## src/rtl/audio_pkg.sv

```systemverilog
// ----------------------------------------------------------------------------
// audio_pkg
// Shared constants and types for the audio output stage.
//   SAMPLE_W      default sample width in bits
//   I2S_SLOTS     bclk slots per stereo frame (left word + right word)
//   LEVEL_W       FIFO occupancy width for the default 8-entry FIFO
//   tx_state_t    serializer state (IDLE, RUN)
//   level_width() occupancy width for an arbitrary FIFO depth
// ----------------------------------------------------------------------------
package audio_pkg;

    localparam int SAMPLE_W           = 16;
    localparam int I2S_SLOTS          = 2 * SAMPLE_W;
    localparam int FIFO_DEPTH_DEFAULT = 8;
    localparam int LEVEL_W            = $clog2(FIFO_DEPTH_DEFAULT) + 1;

    typedef enum logic {
        IDLE = 1'b0,
        RUN  = 1'b1
    } tx_state_t;

    // Occupancy needs one extra bit so that "completely full" is representable.
    function automatic int level_width(input int depth);
        return $clog2(depth) + 1;
    endfunction

endpackage

```

## src/rtl/audio_sample_fifo.sv

```systemverilog
// ----------------------------------------------------------------------------
// audio_sample_fifo
// Small synchronous sample FIFO with an occupancy counter.
//   clk          system clock, rising edge
//   i_rst_n      asynchronous active-low reset (empties the FIFO)
//   i_push       write request; ignored while full
//   i_push_data  write data
//   i_pop        read request; ignored while empty
//   o_head       entry at the read pointer (valid while not empty)
//   o_full       DEPTH entries held
//   o_empty      no entries held
//   o_level      current occupancy, 0..DEPTH
// DEPTH must be a power of two and at least 2, so the pointers wrap for free.
// ----------------------------------------------------------------------------
module audio_sample_fifo #(
    parameter int WIDTH = 16,
    parameter int DEPTH = 8,
    parameter int LVL_W = $clog2(DEPTH) + 1
) (
    input  logic             clk,
    input  logic             i_rst_n,
    input  logic             i_push,
    input  logic [WIDTH-1:0] i_push_data,
    input  logic             i_pop,
    output logic [WIDTH-1:0] o_head,
    output logic             o_full,
    output logic             o_empty,
    output logic [LVL_W-1:0] o_level
);

    localparam int PTR_W = $clog2(DEPTH);

    logic [WIDTH-1:0] r_mem [DEPTH];
    logic [PTR_W-1:0] r_wr_ptr;
    logic [PTR_W-1:0] r_rd_ptr;
    logic [LVL_W-1:0] r_level;

    logic w_push;
    logic w_pop;

    assign w_push = i_push && !o_full;
    assign w_pop  = i_pop && !o_empty;

    // Storage is not reset; only the pointers and level define what is valid.
    always_ff @(posedge clk) begin
        if (w_push) begin
            r_mem[r_wr_ptr] <= i_push_data;
        end
    end

    always_ff @(posedge clk or negedge i_rst_n) begin
        if (!i_rst_n) begin
            r_wr_ptr <= '0;
            r_rd_ptr <= '0;
            r_level  <= '0;
        end else begin
            if (w_push) begin
                r_wr_ptr <= r_wr_ptr + PTR_W'(1);
            end
            if (w_pop) begin
                r_rd_ptr <= r_rd_ptr + PTR_W'(1);
            end
            case ({w_push, w_pop})
                2'b10:   r_level <= r_level + LVL_W'(1);
                2'b01:   r_level <= r_level - LVL_W'(1);
                default: r_level <= r_level;
            endcase
        end
    end

    // Head is read combinationally so the frame loader gets the sample in the
    // same cycle it pops; at this depth the array maps to distributed RAM.
    assign o_head  = r_mem[r_rd_ptr];
    assign o_full  = (r_level == LVL_W'(DEPTH));
    assign o_empty = (r_level == '0);
    assign o_level = r_level;

endmodule

```

## src/rtl/audio_i2s_tx.sv

```systemverilog
// ----------------------------------------------------------------------------
// audio_i2s_tx
// Buffers processed mono samples and streams each one as a duplicated
// left/right I2S frame (MSB first, one-bit delay after lrclk changes).
//   clk           system clock, rising edge
//   rst           asynchronous active-low reset
//   tx_en         enables serialization (FIFO still accepts writes when low)
//   sample_in     sample from the pitch stage
//   sample_valid  sample_in valid this cycle
//   sample_ready  FIFO not full
//   underrun_clr  clears the sticky underrun flag
//   bclk          I2S bit clock, half-period = BCLK_DIV clk cycles
//   lrclk         I2S word select, 0 = left, 1 = right
//   sdata         I2S serial data
//   fifo_level    FIFO occupancy
//   underrun      sticky: a frame started with the FIFO empty
// Optional build macro AUDIO_I2S_TX_HOLD_LAST_EN: an underrun frame repeats
// the last popped sample instead of sending silence.
// ----------------------------------------------------------------------------
module audio_i2s_tx #(
    parameter int SAMPLE_W   = audio_pkg::SAMPLE_W,
    parameter int FIFO_DEPTH = 8,
    parameter int BCLK_DIV   = 4
) (
    input  logic                          clk,
    input  logic                          rst,
    input  logic                          tx_en,
    input  logic [SAMPLE_W-1:0]           sample_in,
    input  logic                          sample_valid,
    output logic                          sample_ready,
    input  logic                          underrun_clr,
    output logic                          bclk,
    output logic                          lrclk,
    output logic                          sdata,
    output logic [$clog2(FIFO_DEPTH):0]   fifo_level,
    output logic                          underrun
);

    import audio_pkg::*;

    localparam int N_SLOTS = 2 * SAMPLE_W;
    localparam int SLOT_W  = $clog2(N_SLOTS);
    localparam int DIV_W   = (BCLK_DIV > 1) ? $clog2(BCLK_DIV) : 1;
    localparam int LVL_W   = level_width(FIFO_DEPTH);

    // ---------------- state registers ----------------
    tx_state_t           r_state;
    logic [DIV_W-1:0]    r_div;
    logic                r_bclk;
    logic                r_lrclk;
    logic                r_sdata;
    logic [SLOT_W-1:0]   r_slot;
    logic [N_SLOTS-1:0]  r_frame;
    logic                r_underrun;

    tx_state_t           w_state_next;
    logic [DIV_W-1:0]    w_div_next;
    logic                w_bclk_next;
    logic                w_lrclk_next;
    logic                w_sdata_next;
    logic [SLOT_W-1:0]   w_slot_next;
    logic [N_SLOTS-1:0]  w_frame_next;
    logic                w_underrun_next;

    // ---------------- FIFO ----------------
    logic [SAMPLE_W-1:0] w_head;
    logic                w_full;
    logic                w_empty;
    logic [LVL_W-1:0]    w_level;
    logic                w_pop;

    audio_sample_fifo #(
        .WIDTH (SAMPLE_W),
        .DEPTH (FIFO_DEPTH),
        .LVL_W (LVL_W)
    ) u_fifo (
        .clk         (clk),
        .i_rst_n     (rst),
        .i_push      (sample_valid),
        .i_push_data (sample_in),
        .i_pop       (w_pop),
        .o_head      (w_head),
        .o_full      (w_full),
        .o_empty     (w_empty),
        .o_level     (w_level)
    );

    // ---------------- event decode ----------------
    logic                w_div_tc;
    logic                w_fall;
    logic                w_slot_last;
    logic                w_start;
    logic                w_boundary;
    logic                w_stop;
    logic                w_reload;
    logic                w_underrun_set;
    logic [SLOT_W-1:0]   w_slot_inc;
    logic [SLOT_W-1:0]   w_bit_idx;
    logic [SAMPLE_W-1:0] w_fill;

    assign w_div_tc    = (r_div == DIV_W'(BCLK_DIV - 1));
    assign w_fall      = (r_state == RUN) && w_div_tc && r_bclk;
    assign w_slot_last = (r_slot == SLOT_W'(N_SLOTS - 1));
    assign w_slot_inc  = w_slot_last ? '0 : r_slot + SLOT_W'(1);

    // Slot s (s >= 1) carries frame bit N_SLOTS-s: the one-bit I2S delay.
    assign w_bit_idx   = SLOT_W'(N_SLOTS - int'(w_slot_inc));

    // Entry from IDLE needs at least one queued sample, so it never underruns.
    assign w_start        = (r_state == IDLE) && tx_en && !w_empty;
    assign w_boundary     = w_fall && w_slot_last;
    assign w_stop         = w_boundary && !tx_en;
    assign w_reload       = w_start || (w_boundary && tx_en);
    assign w_pop          = w_reload && !w_empty;
    assign w_underrun_set = w_reload && w_empty;

`ifdef AUDIO_I2S_TX_HOLD_LAST_EN
    logic [SAMPLE_W-1:0] r_last_sample;

    always_ff @(posedge clk or negedge rst) begin
        if (!rst) begin
            r_last_sample <= '0;
        end else if (w_pop) begin
            r_last_sample <= w_head;
        end
    end

    assign w_fill = r_last_sample;
`else
    assign w_fill = '0;
`endif

    // ---------------- next-state logic ----------------
    always_comb begin
        w_state_next = r_state;
        w_div_next   = r_div;
        w_bclk_next  = r_bclk;
        w_lrclk_next = r_lrclk;
        w_sdata_next = r_sdata;
        w_slot_next  = r_slot;

        case (r_state)
            IDLE: begin
                // Line is parked low; entry loads the frame but does not emit
                // a bit until the first bclk falling transition.
                w_div_next   = '0;
                w_bclk_next  = 1'b0;
                w_lrclk_next = 1'b0;
                w_sdata_next = 1'b0;
                w_slot_next  = '0;
                if (w_start) begin
                    w_state_next = RUN;
                end
            end
            RUN: begin
                if (w_div_tc) begin
                    w_div_next  = '0;
                    w_bclk_next = ~r_bclk;
                end else begin
                    w_div_next  = r_div + DIV_W'(1);
                end
                if (w_fall) begin
                    w_slot_next  = w_slot_inc;
                    w_lrclk_next = (w_slot_inc >= SLOT_W'(SAMPLE_W));
                    // At the wrap r_frame still holds the outgoing frame, so
                    // bit 0 here is the previous right word's LSB.
                    w_sdata_next = w_slot_last ? r_frame[0] : r_frame[w_bit_idx];
                    if (w_stop) begin
                        w_state_next = IDLE;
                        w_lrclk_next = 1'b0;
                        w_sdata_next = 1'b0;
                        w_slot_next  = '0;
                    end
                end
            end
            default: begin
                w_state_next = IDLE;
            end
        endcase
    end

    always_comb begin
        w_frame_next = r_frame;
        if (w_reload) begin
            w_frame_next = w_pop ? {w_head, w_head} : {w_fill, w_fill};
        end
    end

    // Set has priority over a simultaneous clear.
    assign w_underrun_next = w_underrun_set | (r_underrun & ~underrun_clr);

    // ---------------- state register ----------------
    always_ff @(posedge clk or negedge rst) begin
        if (!rst) begin
            r_state    <= IDLE;
            r_div      <= '0;
            r_bclk     <= 1'b0;
            r_lrclk    <= 1'b0;
            r_sdata    <= 1'b0;
            r_slot     <= '0;
            r_frame    <= '0;
            r_underrun <= 1'b0;
        end else begin
            r_state    <= w_state_next;
            r_div      <= w_div_next;
            r_bclk     <= w_bclk_next;
            r_lrclk    <= w_lrclk_next;
            r_sdata    <= w_sdata_next;
            r_slot     <= w_slot_next;
            r_frame    <= w_frame_next;
            r_underrun <= w_underrun_next;
        end
    end

    // ---------------- outputs ----------------
    assign bclk         = r_bclk;
    assign lrclk        = r_lrclk;
    assign sdata        = r_sdata;
    assign underrun     = r_underrun;
    assign fifo_level   = w_level;
    assign sample_ready = ~w_full;

endmodule

```

## config.mk

```make
export PLATFORM = sky130hd
export DESIGN_NAME = audio_i2s_tx
export DESIGN_NICKNAME = d
export VERILOG_FILES = /design/src/rtl/audio_pkg.sv /design/src/rtl/audio_sample_fifo.sv /design/src/rtl/audio_i2s_tx.sv
export SDC_FILE = /design/constraint.sdc
export NUM_CORES = 1
export LEC_CHECK = 0
export CAP_MARGIN = 5
export CORE_ASPECT_RATIO = 0.8
export CORE_MARGIN = 3
export CORE_UTILIZATION = 55
export DETAILED_ROUTE_END_ITERATION = 16
export GPL_TIMING_DRIVEN = 0
export HOLD_SLACK_MARGIN = 0.05
export PLACE_DENSITY_LB_ADDON = 0.12
export RECOVER_POWER = 25
export SLEW_MARGIN = 20
export SYNTH_ARGS = -nofsm -noshare
export SYNTH_HDL_FRONTEND = slang
export SYNTH_HIERARCHICAL = 1
export SYNTH_SLANG_ARGS = --single-unit
```

## constraint.sdc

```tcl
create_clock -name clk -period 4.7 [get_ports clk]
set_input_delay 0.47 -clock clk [delete_from_list [all_inputs] [get_ports clk]]
set_output_delay 0.47 -clock clk [all_outputs]
set_load 0.01 [all_outputs]
```

==> results.txt <==
The sequential area share after synthesis came out at 0.6856. For the final database, setup skew stands at 0.009302 ns. The total CTS buffers is 17.

The initial core utilization is 0.5678. The number of stages on the worst hold path came out at 1. The CTS H-tree depth came out at 4. Of all flip-flops after synthesis, the portion carrying an async set or reset was 0.2242.

The pin count of the biggest net entering global routing is 26. Summed over all cells, the static leakage comes to 2.960 nW. In the global route stage, overall resource usage came out at 0.2019. The count of flip-flops with a built-in enable after synthesis is 128. The final global-route overflow total is 0. The worst hold path belongs to the class flip-flop to flip-flop.

For this run, the leading register cell type out of synthesis is edfxtp_1. The worst relative slew slack came out at 0.4770. The remaining antenna violation count is 0. In this run the cell area of the synthesized design comes to 6957 um2. The total number of vias came out at 3643.

The number of sinks handled by clock tree synthesis came out at 165. The via count of the first global-routing pass was 3734. Across all setup checks in the final design, the least slack found is 0.3613 ns. In the final routed layout, each cell accounts on average for 20.63 um. The worst hold margin is 0.4408 ns.

The final standard cell area without fillers is 8182 um2. The later pin in the worst-skew pair is clocked with a latency of 0.42 ns. Summed over all layers, the routed wires come to 13.06 mm. The buffers inserted during post-CTS setup optimization came out at 0. The post-CTS clock slew at the launch and capture registers of the worst setup and hold paths is 0.07 ns.

STA classifies the critical path endpoint as a flip-flop. The ratio of routed vias to standard cells is 5.755. The pre-CTS setup slack is 0.4201 ns. The mean post-synth cell area is 17.88 um2. The global routing usage on met1 is 0.2911.

TritonCTS built the clock tree. Fill cells in the final layout number 840. The horizontal die dimension came out at 131.7 um.

During placement, the flow inserted port buffers numbering 29. The layout net count came out at 479. The post-synthesis net count is 419. Counting cells, the worst reg-to-reg path comes to 16.

The cell count after synthesis came out at 389. The final weighted congestion in routability-driven placement came out at 0.7668. The worst setup path is launched from a flip-flop.

The reg-to-reg startpoint is r_slot[0]. The setup TNS after final layout is 0 ns. The I/O pin total came out at 30. The number of rows in the core area is 36.

In this run the vertical extent of the chip is 106.6 um. For the pin with the worst max-slew slack, the measured transition is 0.7846 ns. The count of maximum capacitance violations came out at 0. The areal power density over the cells is 530.2 nW/um2. The number of failing hold endpoints at the final stage is 0.

The run finished with clean final reports. The global-route wire length before repair is 21.11 mm. The count of synthesis-stage warnings from yosys is 6. The shortest period the worst path allows is 4.339 ns. The endpoint of the worst hold-timing path is r_div[0].

The final HPWL from detailed placement came out at 9.076 mm. The design draws 4.338 mW. Setup repair after global routing left no endpoint under its margin.

Data arrives at the worst endpoint at 4.62 ns. The final routed DRC violation total is 0. The data required time of the worst path came out at 4.98 ns. Derived from the worst setup path, the maximum achievable clock frequency is 230.5 MHz. Summing all placed instances gives a cell area of 7610 um2. The fraction of layout instances using a drive strength above 1 came out at 0.2056. The startpoint of the lowest-slack hold path is r_div[0].

The initial antenna violation count is 0. The maximum resistive drop on vdd came out at 0.2734 mV. The floorplan die area is 14040 um2.

The maximum root-to-sink buffer count came out at 2. The layer with the highest usage after global routing is met2. The post-synthesis sequential element count is 165.

In the global route stage, met2 resource usage came out at 0.3149. The final worst-path cycle share is 0.9231. Clock tree synthesis selected as its root buffer the cell clkbuf_16. The met3 usage is 0.04597.

The count of instances resized after the clock tree is built came out at 0. The detailed router's first-iteration violation count is 312. The number of antenna diodes in the final layout is 0. The standard cell core area came out at 12250 um2. In this run the worst path has a maximum fanout of 10.

The area added between synthesis and finish is 17.61%. The kind of critical path is flip-flop to flip-flop. The total iterations of the first detailed-routing run came out at 4. The number of distinct library cell variants in the gate-level netlist after synthesis is 49.

Setup violations remaining at the end of the flow were counted as 0. The endpoint of the most critical register-to-register path is u_fifo/o_level[3]. The count of final max-slew check failures was 0. The setup slack of the most critical reg-to-reg path came out at 0.36 ns. The number of hold-repair buffers added at the cts stage came out at 1.
==> layout by cell type, fill, tap and decap left out, types with 3 or more instances in the layout <==
cell,n
edfxtp_1,128
dfrtp_1,37
mux4_1,29
nand2_1,27
mux2_2,19
nand2b_1,19
clkbuf_16,18
clkdlybuf4s50_1,17
o21ai_1,13
dlygate4sd3_1,12
inv_1,10
buf_6,9
clkbuf_1,8
o21ai_0,8
ha_1,8
xnor2_1,7
nor2_2,7
mux4_2,7
nor2_1,5
a21oi_1,5
nand3_1,5
mux2i_1,4
buf_4,4
buf_2,3
clkinv_4,3
clkinv_2,3
nor3b_1,3
buf_8,3
==> cell type report <==
cell class	instances	area, um2	area share
clock buffers	22	493.0	0.06025
repair buffers	41	422.9	0.05169
inverters	10	37.54	0.004588
flip-flops and latches	165	4770	0.5830
well taps	171	214.0	0.02615
multi-input cells	196	2057	0.2514
plain buffers	18	117.6	0.01438
clock inverters	10	70.07	0.008564
==> through the flow <==
stage	std cells	util
after global routing	633	0.6678
after detailed placement	600	0.6211
final	633	0.6678
after global placement	589	0.6090
after CTS	633	0.6679
after floorplan	389	-
==> sequential cells by signal (all words and copies together) (netlist names) <==
register,cells
r_slot,4
u_fifo/r_wr_ptr,3
r_div,2
u_fifo/r_rd_ptr,3
u_fifo/o_level,4
r_state,1
underrun,1
bclk,1
r_frame,16
u_fifo/r_mem,128
sdata,1
lrclk,1
==> worst max-delay path: stages (launching register included) <==
cell and delay [ns]:
dfrtp_1 0.45, ha_1 0.30, and3_1 0.21, ha_1 0.19, buf_6 0.14, nand4_1 0.12, o21ai_1 0.08, nand2_1 0.17
clkbuf_1 0.42, nor2_1 0.09, o41ai_1 0.15, inv_1 0.23, ha_1 0.36, ha_1 0.37, or4b_2 0.64, o311ai_0 0.13
o211ai_1 0.14
==> report_power, final <==
group          internal (mW)  switching (mW)  total (mW)  leakage [nW]
Sequential              1.84           0.136        1.98          1.63
Clock                  0.748           0.539        1.29         0.283
Combinational          0.536           0.537        1.07          1.05
==> synthesized netlist by cell type, drive strengths merged (2+ instances only) <==
cell type	n	area, um2
a21oi	5	25.02
a22o	2	18.77
buf	10	86.32
clkbuf	8	31.28
dfrtp	37	925.9
edfxtp	128	3844
ha	8	100.1
inv	10	37.54
mux2	19	214.0
mux2i	5	53.80
mux4	36	919.6
nand2	27	101.4
nand2b	19	118.9
nand3	6	35.03
nor2	12	47.55
nor2b	2	12.51
nor3	3	15.01
nor3b	3	22.52
o21ai	22	113.9
or4b	2	23.77
xnor2	7	61.31
xor2	2	17.52
==> kinds of logic (layout without fill, tap and decap cells) <==
group | count (synthesis) | count (layout) | share of synthesized area
mux | 60 | 60 | 0.1707
fa+ha+maj | 9 | 9 | 0.01727
simple gates | 81 | 81 | 0.06079
flops | 165 | 165 | 0.6856
compound gates | 37 | 37 | 0.03202
xor+xnor | 9 | 9 | 0.01133
buf+inv | 28 | 101 | 0.02230
==> layer usage <==
layer	wire, um	up-vias
li1	-	1662
met1	6145	1915
met2	6314	52
met3	418	14
met4	180	0
met5	0	-
==> how the worst max path moves through the flow <==
stage               startpoint                end  slack [ns]  depth (start not counted)
floorplan            r_slot[0]  u_fifo/o_level[3]        1.04                         16
global placement     r_slot[0]  u_fifo/o_level[3]        0.49                         16
detailed placement   r_slot[0]  u_fifo/o_level[3]        0.42                         16
CTS                  r_slot[0]  u_fifo/o_level[3]        0.37                         16
global route         r_slot[0]  u_fifo/o_level[3]       0.003                         16
finish               r_slot[0]  u_fifo/o_level[3]        0.36                         16
Note: power is estimated with default switching activity, not from simulation.
